File: config.mk
export PLATFORM = sky130hd
export DESIGN_NAME = seq_source_flat
export DESIGN_NICKNAME = d
export VERILOG_FILES = /design/src/rtl/seq_source_if.sv /design/src/rtl/seq_source.sv /design/src/flat_wrapper.sv
export SDC_FILE = /design/constraint.sdc
export NUM_CORES = 1
export LEC_CHECK = 0
export ABC_AREA = 1
export CORE_MARGIN = 4
export CORE_UTILIZATION = 40
export CTS_CLUSTER_DIAMETER = 40
export DETAILED_ROUTE_END_ITERATION = 10
export PLACE_DENSITY = 0.65
export SLEW_MARGIN = 0
export SYNTH_ARGS = -nofsm -noshare
export SYNTH_HDL_FRONTEND = slang
export SYNTH_SLANG_ARGS = --single-unit
File: constraint.sdc
create_clock -name clk_1 -period 2.6 [get_ports clk_1]
set_clock_uncertainty 0.15 [all_clocks]
set_input_delay 0.52 -clock clk_1 [delete_from_list [all_inputs] [get_ports clk_1]]
set_output_delay 0.52 -clock clk_1 [all_outputs]
set_load 0.005 [all_outputs]
File: src/rtl/seq_source_if.sv
// Write-side link into the CDC buffer: the producer offers a word, the buffer pushes back with buffer_full.
// data_1_en is combinational from the producer's pending flag and buffer_full, so it is valid in the same cycle.
interface seq_source_if;
    logic        data_1_en;
    logic [15:0] data_1;
    logic        buffer_full;

    modport master (
        output data_1_en,
        output data_1,
        input  buffer_full
    );

    modport slave (
        input  data_1_en,
        input  data_1,
        output buffer_full
    );
endinterface

File: src/rtl/seq_source.sv
// Fibonacci / countdown word source; the first word is pending from the start edge and words stream every PACE cycles.
// buffer_full stalls the pending word in place; nothing is skipped or repeated while the buffer pushes back.
module seq_source #(
    parameter int PACE = 1
) (
    input  logic         clk_1,
    input  logic         rst,
    input  logic         start,
    input  logic         mode,
    input  logic [15:0]  timer_init,
    output logic         busy,
    output logic         done,
    seq_source_if.master bus
);

    localparam int PW = (PACE > 1) ? $clog2(PACE) : 1;

    typedef enum logic [1:0] {
        S_IDLE = 2'd0,
        S_RUN  = 2'd1,
        S_DONE = 2'd2
    } state_t;

    state_t        state_q, state_d;
    logic          valid_q, valid_d;
    logic [15:0]   data_q,  data_d;
    logic [15:0]   a_q,     a_d;
    logic [16:0]   b_q,     b_d;
    logic          mode_q,  mode_d;
    logic [PW-1:0] pace_q,  pace_d;

    logic accept;
    logic last_word;

    assign accept    = valid_q & ~bus.buffer_full;
    // Fibonacci ends when the successor no longer fits in 16 bits; the timer ends on 0.
    assign last_word = mode_q ? (data_q == 16'd0) : b_q[16];

    assign bus.data_1_en = accept;
    assign bus.data_1    = data_q;
    assign busy          = (state_q != S_IDLE);
    assign done          = (state_q == S_DONE);

    always_comb begin
        state_d = state_q;
        valid_d = valid_q;
        data_d  = data_q;
        a_d     = a_q;
        b_d     = b_q;
        mode_d  = mode_q;
        pace_d  = pace_q;

        case (state_q)
            S_IDLE: begin
                if (start) begin
                    state_d = S_RUN;
                    valid_d = 1'b1;
                    mode_d  = mode;
                    data_d  = mode ? timer_init : 16'd0;
                    a_d     = 16'd0;
                    b_d     = 17'd1;
                    pace_d  = '0;
                end
            end
            S_RUN: begin
                if (accept) begin
                    if (last_word) begin
                        state_d = S_DONE;
                        valid_d = 1'b0;
                    end else begin
                        if (mode_q) begin
                            data_d = data_q - 16'd1;
                        end else begin
                            data_d = b_q[15:0];
                            a_d    = b_q[15:0];
                            b_d    = {1'b0, a_q} + b_q;
                        end
                        if (PACE > 1) begin
                            valid_d = 1'b0;
                            pace_d  = PW'(PACE - 1);
                        end
                    end
                end else if (!valid_q && (pace_q != '0)) begin
                    // Re-arm one cycle early so acceptances land exactly PACE edges apart.
                    pace_d = pace_q - PW'(1);
                    if (pace_q == PW'(1)) begin
                        valid_d = 1'b1;
                    end
                end
            end
            S_DONE: begin
                state_d = S_IDLE;
            end
            default: begin
                state_d = S_IDLE;
                valid_d = 1'b0;
            end
        endcase
    end

    always_ff @(posedge clk_1) begin
        if (rst) begin
            state_q <= S_IDLE;
            valid_q <= 1'b0;
            data_q  <= 16'd0;
            a_q     <= 16'd0;
            b_q     <= 17'd0;
            mode_q  <= 1'b0;
            pace_q  <= '0;
        end else begin
            state_q <= state_d;
            valid_q <= valid_d;
            data_q  <= data_d;
            a_q     <= a_d;
            b_q     <= b_d;
            mode_q  <= mode_d;
            pace_q  <= pace_d;
        end
    end

endmodule
File: src/flat_wrapper.sv
// flat-port wrapper written by rule: the top's interface ports become plain ports
module seq_source_flat 
#(
    parameter int PACE = 1
)
  (clk_1, rst, start, mode, timer_init, busy, done, bus_data_1_en, bus_data_1, bus_buffer_full);
  seq_source_if bus_i ();
  input  logic clk_1;
  input  logic rst;
  input  logic start;
  input  logic mode;
  input  logic [15:0] timer_init;
  output logic busy;
  output logic done;
  output wire logic [$bits(bus_i.data_1_en)-1:0] bus_data_1_en;
  output wire logic [$bits(bus_i.data_1)-1:0] bus_data_1;
  input wire logic [$bits(bus_i.buffer_full)-1:0] bus_buffer_full;
  assign bus_data_1_en = bus_i.data_1_en;
  assign bus_data_1 = bus_i.data_1;
  assign bus_i.buffer_full = bus_buffer_full;
  seq_source #(.PACE(PACE)) u_core (.clk_1(clk_1), .rst(rst), .start(start), .mode(mode), .timer_init(timer_init), .busy(busy), .done(done), .bus(bus_i));
endmodule
==> results.yml, run 1 <==
outcome:
  status: "finished clean"
grt:
  grt_max_degree: 33
  gr-total-overflow: 0
  antenna_found_initial: 0
  grt_pass1_wl_mm: 16.9
  grt_pass1_vias: 3581
  grt_usage_pct: 18.4
final_layout:
  num-fill-cells: 934
  diodes: 0
  area_growth_pct: 13.8
  drive_above_1_share_pct: 5.24
  fin_nets: 690
power_and_ir_drop:
  leakage_nw: 1.99
  power.density_nw_per_um2: 531
  power_mw: 2.28
  vdd_ir_drop_max_mv: 0.236
sta:
  period_share_pct: 90.7
  rsz0062_at_grt: "false"
  fin_ws_ns: 0.243
  setup_violations: 0
  period_minus_slack_ns: 2.36
  drv_slew: 0
  maxSlewHeadroom_pct: 56.6
  tns_ns: 0
  fmax_mhz: 424
  worst_slew_pin_slew_ns: 0.649
  finalHoldViolCount: 0
clock_network:
  clockBufferDepth: 2
  cts_hold_buf: 0
  cts-htree-levels: 2
  numCtsBuffers: 5
  ctsResizeCount: 0
  cts_tree: "done"
  insertion_delay_ns: 0.30
  cts.clk_slew.worst_paths_ns: 0.10
  cts_setup_buffers: 0
  clock-sinks: 54
  cts-root-buf: "clkbuf_8"
drt:
  wl_mm: 10.1
  drc: 0
  via_count: 3933
  drt_iter0_drc: 198
  antenna_left: 0
  firstDrtPassIters: 4
  routedWlPerCell_um: 13.3
  viasPerCell: 5.18
place:
  io_buffer_count: 39
  place_congestion: 0.944
  dp_hpwl_mm: 7.47
  place_ws_ns: 0.251
synthesis:
  synth_xor_area_share_pct: 1.16
  synth_ff_type: "dfxtp_1"
  syn_area_per_cell_um2: 6.08
  synth_seq_area_share_pct: 28.7
  synthDistinctLibCells: 32
  synth_cells: 620
  synth-simple-area-share_pct: 39.1
  netlist_area_um2: 3770
  synthMuxAreaShare_pct: 0
  synth-edff-count: 0
  synth_fa_ha_area_share_pct: 6.50
  synth_compound_area_share_pct: 13.7
  async_flop_share_pct: 0
  yosysWarnings: 0
  synth_top_family_by_area: "simple AND/OR/NAND/NOR gates"
  synth_fp_nets: 660
  ys_ff_latch: 54
worst_setup_path:
  worst_setup_path_end_kind: "output pin"
  critPathRequiredTime_ns: 1.93
  worstSetupPathType: "input pin to output pin"
  worst_ep_arrival_time_ns: 1.69
  cp-start-kind: "input pin"
  cp_cell_sequence: "clkdlybuf4s50_1, nor2_2, clkdlybuf4s50_1"
  cp_num_buf_inv: 2
  cp_max_fo: 4
  crit_top_cell: "clkdlybuf4s50_1"
  crit_family: "buffers and inverters"
  crit_slowest_cell: "clkdlybuf4s50_1"
  reg2reg_slack_ns: 0.50
  max_stage_delay_ns: 0.55
flow_run:
  maxCapViolCount: 0
die:
  die_w_um: 105
  dieArea_um2: 11000
  initial_core_util_pct: 41.0
  core-area_um2: 9200
  std_cell_rows: 35
  io_pins: 40
  dieHeight_um: 105
worst_hold_path:
  hold_class: "flop to flop"
placed cells by master, fill, tap and decap left out:
cell type / n
a21oi_1: 46
fa_1: 1
inv_1: 64
buf_4: 7
ha_1: 18
o21ai_0: 49
o21ai_2: 1
nand4_2: 1
nor2_2: 4
inv_2: 5
inv_6: 1
o221ai_1: 1
o211ai_1: 2
nand2_4: 1
nand2_1: 167
clkbuf_8: 6
nor3_1: 5
or2_2: 1
a211oi_1: 1
nand4_1: 4
nor2_4: 2
nor2_1: 99
xor2_1: 4
xnor2_1: 1
nand3b_1: 6
clkdlybuf4s50_1: 39
nand2_2: 5
dfxtp_1: 54
and2_1: 1
nand3_1: 53
metal layers:
metal / global-route usage (%) / vias up / routed length (um)
li1: - / 2039 / -
met1: 22.8 / 1758 / 4660
met2: 31.0 / 105 / 4550
met3: 3.15 / 31 / 512
met4: 8.43 / 0 / 399
met5: 0 / - / 0
worst reg2reg max path: stages (launching register included):
cell     delay, ns
dfxtp_1       0.33
inv_1         0.13
ha_1          0.16
inv_1         0.04
nor2_1        0.08
nand2_1       0.10
nor2_2        0.13
nand2_2       0.08
nand4_2       0.14
nand2_2       0.20
buf_4         0.24
o21ai_0       0.17
nor2_1        0.06
layout make-up:
type | count | area [um^2] | area share [%]
Tap cell | 111 | 139 | 3.24
Timing Repair Buffer | 46 | 443 | 10.3
Inverter | 70 | 268 | 6.24
Multi-Input combinational cell | 473 | 2280 | 53.1
Clock buffer | 6 | 82.6 | 1.92
Sequential cell | 54 | 1080 | 25.2
cell families after synthesis:
kind of cell,after synthesis
AND/OR/NAND/NOR,349
adder cells (fa/ha/maj),19
buffers and inverters,93
XOR/XNOR,5
flip-flops,54
AO/OA/AOI/OAI,100
report_power, final:
group | switching [mW] | internal (mW)
Sequential | 0.0896 | 0.899
Clock | 0.273 | 0.207
Combinational | 0.504 | 0.309
cell usage after synthesis (all sizes together), types with 2 or more instances:
cell / instances / area, um^2
a21oi: 46 / 230
buf: 14 / 111
clkbuf: 9 / 33.8
dfxtp: 54 / 1080
ha: 18 / 225
inv: 70 / 268
nand2: 173 / 669
nand3: 53 / 265
nand3b: 6 / 45.0
nand4: 5 / 37.5
nor2: 105 / 419
nor3: 5 / 25.0
o211ai: 2 / 15.0
o21ai: 50 / 254
xor2: 4 / 35.0
sequential cells by signal (all words and copies together) (netlist names):
name	flops
u_core.mode_q	1
u_core.a_q	16
u_core.state_q	2
u_core.bus.data_1	16
u_core.valid_q	1
u_core.b_q	17
u_core.pace_q	1
metrics by stage:
stage                     instances  hold slack, ns  area, um^2  utilization, %
final                           760           0.302        4290            46.7
after global routing            760           0.312        4290            46.7
after CTS                       760           0.302        4290            46.7
after detailed placement        754           0.290        4210            45.8
after global placement          754           0.286        4210            45.8
after floorplan                 620           0.267        3770               -
path summary, 6_finish.rpt:
kind	cells after the start	to	start
max	3	bus_data_1_en	bus_buffer_full
min reg2reg	2	u_core.pace_q	u_core.pace_q
min	2	u_core.pace_q	u_core.pace_q
max reg2reg	12	u_core.bus.data_1[1]	u_core.bus.data_1[0]
(Power assumes the default switching activity.)
==> run 2, diff against run 1 <==
--- a/config.mk
+++ b/config.mk
@@ -7,11 +7,11 @@
 export LEC_CHECK = 0
 export ABC_AREA = 1
 export CORE_MARGIN = 4
-export CORE_UTILIZATION = 40
+export CORE_UTILIZATION = 59
+export CTS_BUF_LIST = sky130_fd_sc_hd__clkbuf_2 sky130_fd_sc_hd__clkbuf_4 sky130_fd_sc_hd__clkbuf_8
 export CTS_CLUSTER_DIAMETER = 40
 export DETAILED_ROUTE_END_ITERATION = 10
-export PLACE_DENSITY = 0.65
-export SLEW_MARGIN = 0
+export PLACE_DENSITY = 0.88
 export SYNTH_ARGS = -nofsm -noshare
 export SYNTH_HDL_FRONTEND = slang
 export SYNTH_SLANG_ARGS = --single-unit
==> run 2 against run 1 <==
Net effect:
- critical path depth unchanged
- core utilization up 23 points
- critical path type unchanged
- via count rose by 0.20%
- non-clock buffer count decreased by 1
- flip-flop and latch count stayed put
- worst setup slack better by 0.025 ns
- first-iteration DRC count unchanged
- hold slack better by 0.0012 ns
- design area down 0.93%
- largest power group unchanged
- critical endpoint unchanged
- highest routed layer unchanged
- combinational power decreased by 0.9%
==> results.yml, run 2 (synthesized netlist as in run 1, its figures left out) <==
outcome:
  status: "finished clean"
clock_network:
  cts.clk_slew.worst_paths_ns: 0.10
  clockBufferDepth: 2
  cts-root-buf: "clkbuf_8"
  insertion_delay_ns: 0.31
  clock-sinks: 54
  ctsResizeCount: 0
  cts-htree-levels: 2
  numCtsBuffers: 5
  cts_hold_buf: 0
  cts_setup_buffers: 0
  cts_tree: "done"
worst_setup_path:
  crit_top_cell: "clkdlybuf4s50_1"
  critPathRequiredTime_ns: 1.93
  max_stage_delay_ns: 0.54
  cp_cell_sequence: "clkdlybuf4s50_1, nor2_2, clkdlybuf4s50_1"
  crit_family: "buffers and inverters"
  cp-start-kind: "input pin"
  worstSetupPathType: "input pin to output pin"
  worst_setup_path_end_kind: "output pin"
  crit_slowest_cell: "clkdlybuf4s50_1"
  worst_ep_arrival_time_ns: 1.66
  cp_num_buf_inv: 2
  cp_max_fo: 4
final_layout:
  fin_area_um2: 4250
  area_growth_pct: 12.7
  largest_register_ffs: 17
  fin_nets: 689
  regMostFlops: "u_core.b_q"
  layout_common_cells: "nand2_1, nor2_1, inv_1"
  fin_util_pct: 70.1
  diodes: 0
  drive_above_1_share_pct: 5.38
  final_common_cell: "nand2_1"
grt:
  antenna_found_initial: 0
  grt_pass1_vias: 3796
  grt_usage_pct: 27.0
  gr-total-overflow: 0
  grt_max_degree: 33
  grt_pass1_wl_mm: 16.8
sta:
  fmax_mhz: 429
  period_share_pct: 89.7
  rsz0062_at_grt: "false"
  tns_ns: 0
  drv_slew: 0
  period_minus_slack_ns: 2.33
  finalHoldViolCount: 0
  maxSlewHeadroom_pct: 57.7
  worst_slew_pin_slew_ns: 0.632
  hold_ws_ns: 0.304
  setup_violations: 0
flow_run:
  maxCapViolCount: 0
drt:
  routedWlPerCell_um: 13.1
  wl_mm: 9.51
  antenna_left: 0
  firstDrtPassIters: 4
  drt_iter0_drc: 198
  drc: 0
  viasPerCell: 5.44
  via_count: 3941
die:
  core-area_um2: 6060
  io_pins: 40
  die_w_um: 88.0
  std_cell_rows: 28
  dieArea_um2: 7740
  initial_core_util_pct: 62.2
  dieHeight_um: 88.0
power_and_ir_drop:
  leakage_nw: 2.00
  power.density_nw_per_um2: 537
  vdd_ir_drop_max_mv: 0.429
place:
  io_buffer_count: 39
  place_area_um2: 4160
  place_congestion: 0.957
  dp_hpwl_mm: 7.04
worst_hold_path:
  hold_class: "flop to flop"
## run 2: changes by cell type in the layout (fill, tap and decap cells not counted), sizes merged
cell | previous run | this run
clkbuf | 6 | 7
clkinv | 0 | 1
buf | 7 | 6
## run 2: layout make-up
class / count / area [um^2]
multi-input cells: 473 / 2280
fillers: 530 / 1810
flip-flops and latches: 54 / 1080
repair buffers: 45 / 435
inverters: 70 / 268
well taps: 75 / 93.8
clock buffers: 7 / 90.1
clock inverters: 1 / 5.00
## run 2: per-stage QoR
stage	worst slack [ns]	instances	total power, mW
after floorplan	0.780	620	1.57
after global placement	0.278	717	1.77
after detailed placement	0.268	717	1.80
after CTS	0.265	725	2.28
after global routing	0.227	725	2.45
final	0.268	725	2.28
## run 2: path summary, 6_finish.rpt
| kind | startpoint | endpoint | slack [ns] | cells after the start |
|---|---|---|---|---|
| worst max-delay path | bus_buffer_full | bus_data_1_en | 0.27 | 3 |
| worst max register to register | u_core.bus.data_1[0] | u_core.bus.data_1[8] | 0.50 | 12 |
| worst min register to register | u_core.pace_q | u_core.pace_q | 0.30 | 2 |
| worst min-delay path | u_core.pace_q | u_core.pace_q | 0.30 | 2 |
## run 2: worst register-to-register path: stages, from the launching register on
cell and delay (ns):
dfxtp_1 0.38, inv_1 0.10, ha_1 0.21, inv_1 0.05, nor2_1 0.03, nand2_1 0.10
nor2_2 0.05, nand2_2 0.07, nand4_2 0.15, nand2_2 0.29, inv_2 0.19, nor2_1 0.16
nor2_1 0.06
## run 2: metal layers
| layer | routed length (um) | GRT usage (%) |
|---|---|---|
| met1 | 4220 | 33.5 |
| met2 | 4360 | 46.0 |
| met3 | 650 | 4.70 |
| met4 | 272 | 11.0 |
| met5 | 0 | 0 |
## run 2: where the power goes
part | internal, mW | total (mW) | leakage [nW] | switching [mW]
clock | 0.226 | 0.492 | 0.0517 | 0.266
sequential | 0.899 | 0.987 | 0.441 | 0.0882
combinational | 0.305 | 0.806 | 1.50 | 0.501
==> run 3, diff against run 2 <==
--- a/config.mk
+++ b/config.mk
@@ -7,11 +7,12 @@
 export LEC_CHECK = 0
 export ABC_AREA = 1
 export CORE_MARGIN = 4
-export CORE_UTILIZATION = 59
+export CORE_UTILIZATION = 64
 export CTS_BUF_LIST = sky130_fd_sc_hd__clkbuf_2 sky130_fd_sc_hd__clkbuf_4 sky130_fd_sc_hd__clkbuf_8
 export CTS_CLUSTER_DIAMETER = 40
 export DETAILED_ROUTE_END_ITERATION = 10
-export PLACE_DENSITY = 0.88
+export GPL_TIMING_DRIVEN = 0
+export PLACE_DENSITY = 0.94
 export SYNTH_ARGS = -nofsm -noshare
 export SYNTH_HDL_FRONTEND = slang
 export SYNTH_SLANG_ARGS = --single-unit
==> constraint.sdc (replaced) <==
create_clock -name clk_1 -period 2.75 [get_ports clk_1]
set_clock_uncertainty 0.15 [all_clocks]
set_input_delay 0.55 -clock clk_1 [delete_from_list [all_inputs] [get_ports clk_1]]
set_output_delay 0.55 -clock clk_1 [all_outputs]
set_load 0.005 [all_outputs]
==> run 3 against run 2 <==
Net effect:
- critical path depth did not move
- clock-buffer cell count down 2
- wire length grew 15%
- global-route usage grew 3.9 points
- cell count rose by 1.5%
- core utilization rose by 7.2 points
- first-iteration DRC count up 88%
- flip-flop and latch count did not move
- register-to-register slack improved by 0.11 ns
- design area grew 2.1%
- hold slack worse by 0.00055 ns
- via count rose by 5.8%
- critical endpoint unchanged
==> results.yml, run 3 (synthesized netlist as in run 1, its figures left out) <==
flow_run:
  maxCapViolCount: 0
die:
  die_w_um: 84.8
  dieHeight_um: 84.8
  io_pins: 40
  initial_core_util_pct: 67.3
  std_cell_rows: 27
  dieArea_um2: 7190
  core-area_um2: 5610
worst_setup_path:
  worst_setup_path_end_kind: "output pin"
  cp-start-kind: "input pin"
  critPathRequiredTime_ns: 2.05
  worst_ep_arrival_time_ns: 1.71
  worstSetupPathType: "input pin to output pin"
  cp_max_fo: 4
clock_network:
  cts-root-buf: "clkbuf_8"
  ctsResizeCount: 0
  cts.clk_slew.worst_paths_ns: 0.11
  clock-sinks: 54
  cts_hold_buf: 0
  cts-htree-levels: 2
  clockBufferDepth: 2
  cts_tree: "done"
  cts_setup_buffers: 0
  numCtsBuffers: 5
  insertion_delay_ns: 0.32
sta:
  period_share_pct: 87.5
  tns_ns: 0
  hold_ws_ns: 0.303
  fin_ws_ns: 0.343
  rsz0062_at_grt: "false"
  setup_violations: 0
  fmax_mhz: 415
  drv_slew: 0
  period_minus_slack_ns: 2.41
  maxSlewHeadroom_pct: 61.3
  worst_slew_pin_slew_ns: 0.580
  finalHoldViolCount: 0
drt:
  viasPerCell: 5.66
  drt_iter0_drc: 373
  via_count: 4168
  wl_mm: 11.0
  firstDrtPassIters: 6
  routedWlPerCell_um: 14.9
  antenna_left: 0
  drc: 0
grt:
  grt_usage_pct: 30.9
  grt_pass1_wl_mm: 18.1
  grt_max_degree: 17
  grt_pass1_vias: 3925
  antenna_found_initial: 0
  gr-total-overflow: 0
final_layout:
  largest_register_ffs: 17
  final_common_cell: "nand2_1"
  layout_common_cells: "nand2_1, nor2_1, inv_1"
  area_growth_pct: 15.1
  fin_nets: 704
  drive_above_1_share_pct: 6.17
  diodes: 0
  fin_area_um2: 4340
  regMostFlops: "u_core.b_q"
  fin_util_pct: 77.4
place:
  io_buffer_count: 37
  dp_hpwl_mm: 8.37
  place_congestion: 0.990
  place_area_um2: 4230
  place_ws_ns: 0.349
outcome:
  status: "finished clean"
power_and_ir_drop:
  power.density_nw_per_um2: 536
  vdd_ir_drop_max_mv: 0.376
  leakage_nw: 2.04
worst_hold_path:
  hold_class: "flop to flop"
run 3: per-layer routing:
layer	GRT usage [%]	routed length, um	vias up
met1	36.7	4390	1848
met3	5.50	950	29
met5	0	0	-
li1	-	-	2064
met4	12.4	279	0
met2	54.7	5350	227
run 3: worst paths after layout:
kind                                 startpoint              to  slack (ns)  depth (start not counted)
worst max-delay path            bus_buffer_full   bus_data_1_en        0.34                          3
worst min-delay path              u_core.pace_q   u_core.pace_q        0.30                          2
worst max register to register    u_core.b_q[0]  u_core.b_q[12]        0.61                         11
worst min register to register    u_core.pace_q   u_core.pace_q        0.30                          2
run 3: per-stage QoR:
step,power [mW],instances
2_1_floorplan,1.48,620
3_3_place_gp,1.74,729
3_5_place_dp,1.77,729
4_1_cts,2.30,736
5_1_grt,2.45,736
6_report,2.33,736
run 3: final cells by class:
class                   instances  area [um^2]
plain buffers                  23          145
clock buffers                   5         68.8
clock inverters                 2         38.8
fillers                       459         1270
inverters                      70          268
multi-input cells             473         2280
flip-flops and latches         54         1080
well taps                      72         90.1
repair buffers                 37          370
run 3: where the power goes:
part           total [mW]  internal, mW  switching [mW]
clock               0.554         0.269           0.286
combinational       0.835         0.322           0.513
sequential          0.938         0.850          0.0875
run 3: critical path, cell delays in order:
cell,delay (ns)
clkdlybuf4s50_1,0.41
nor2_2,0.20
clkdlybuf4s50_1,0.55
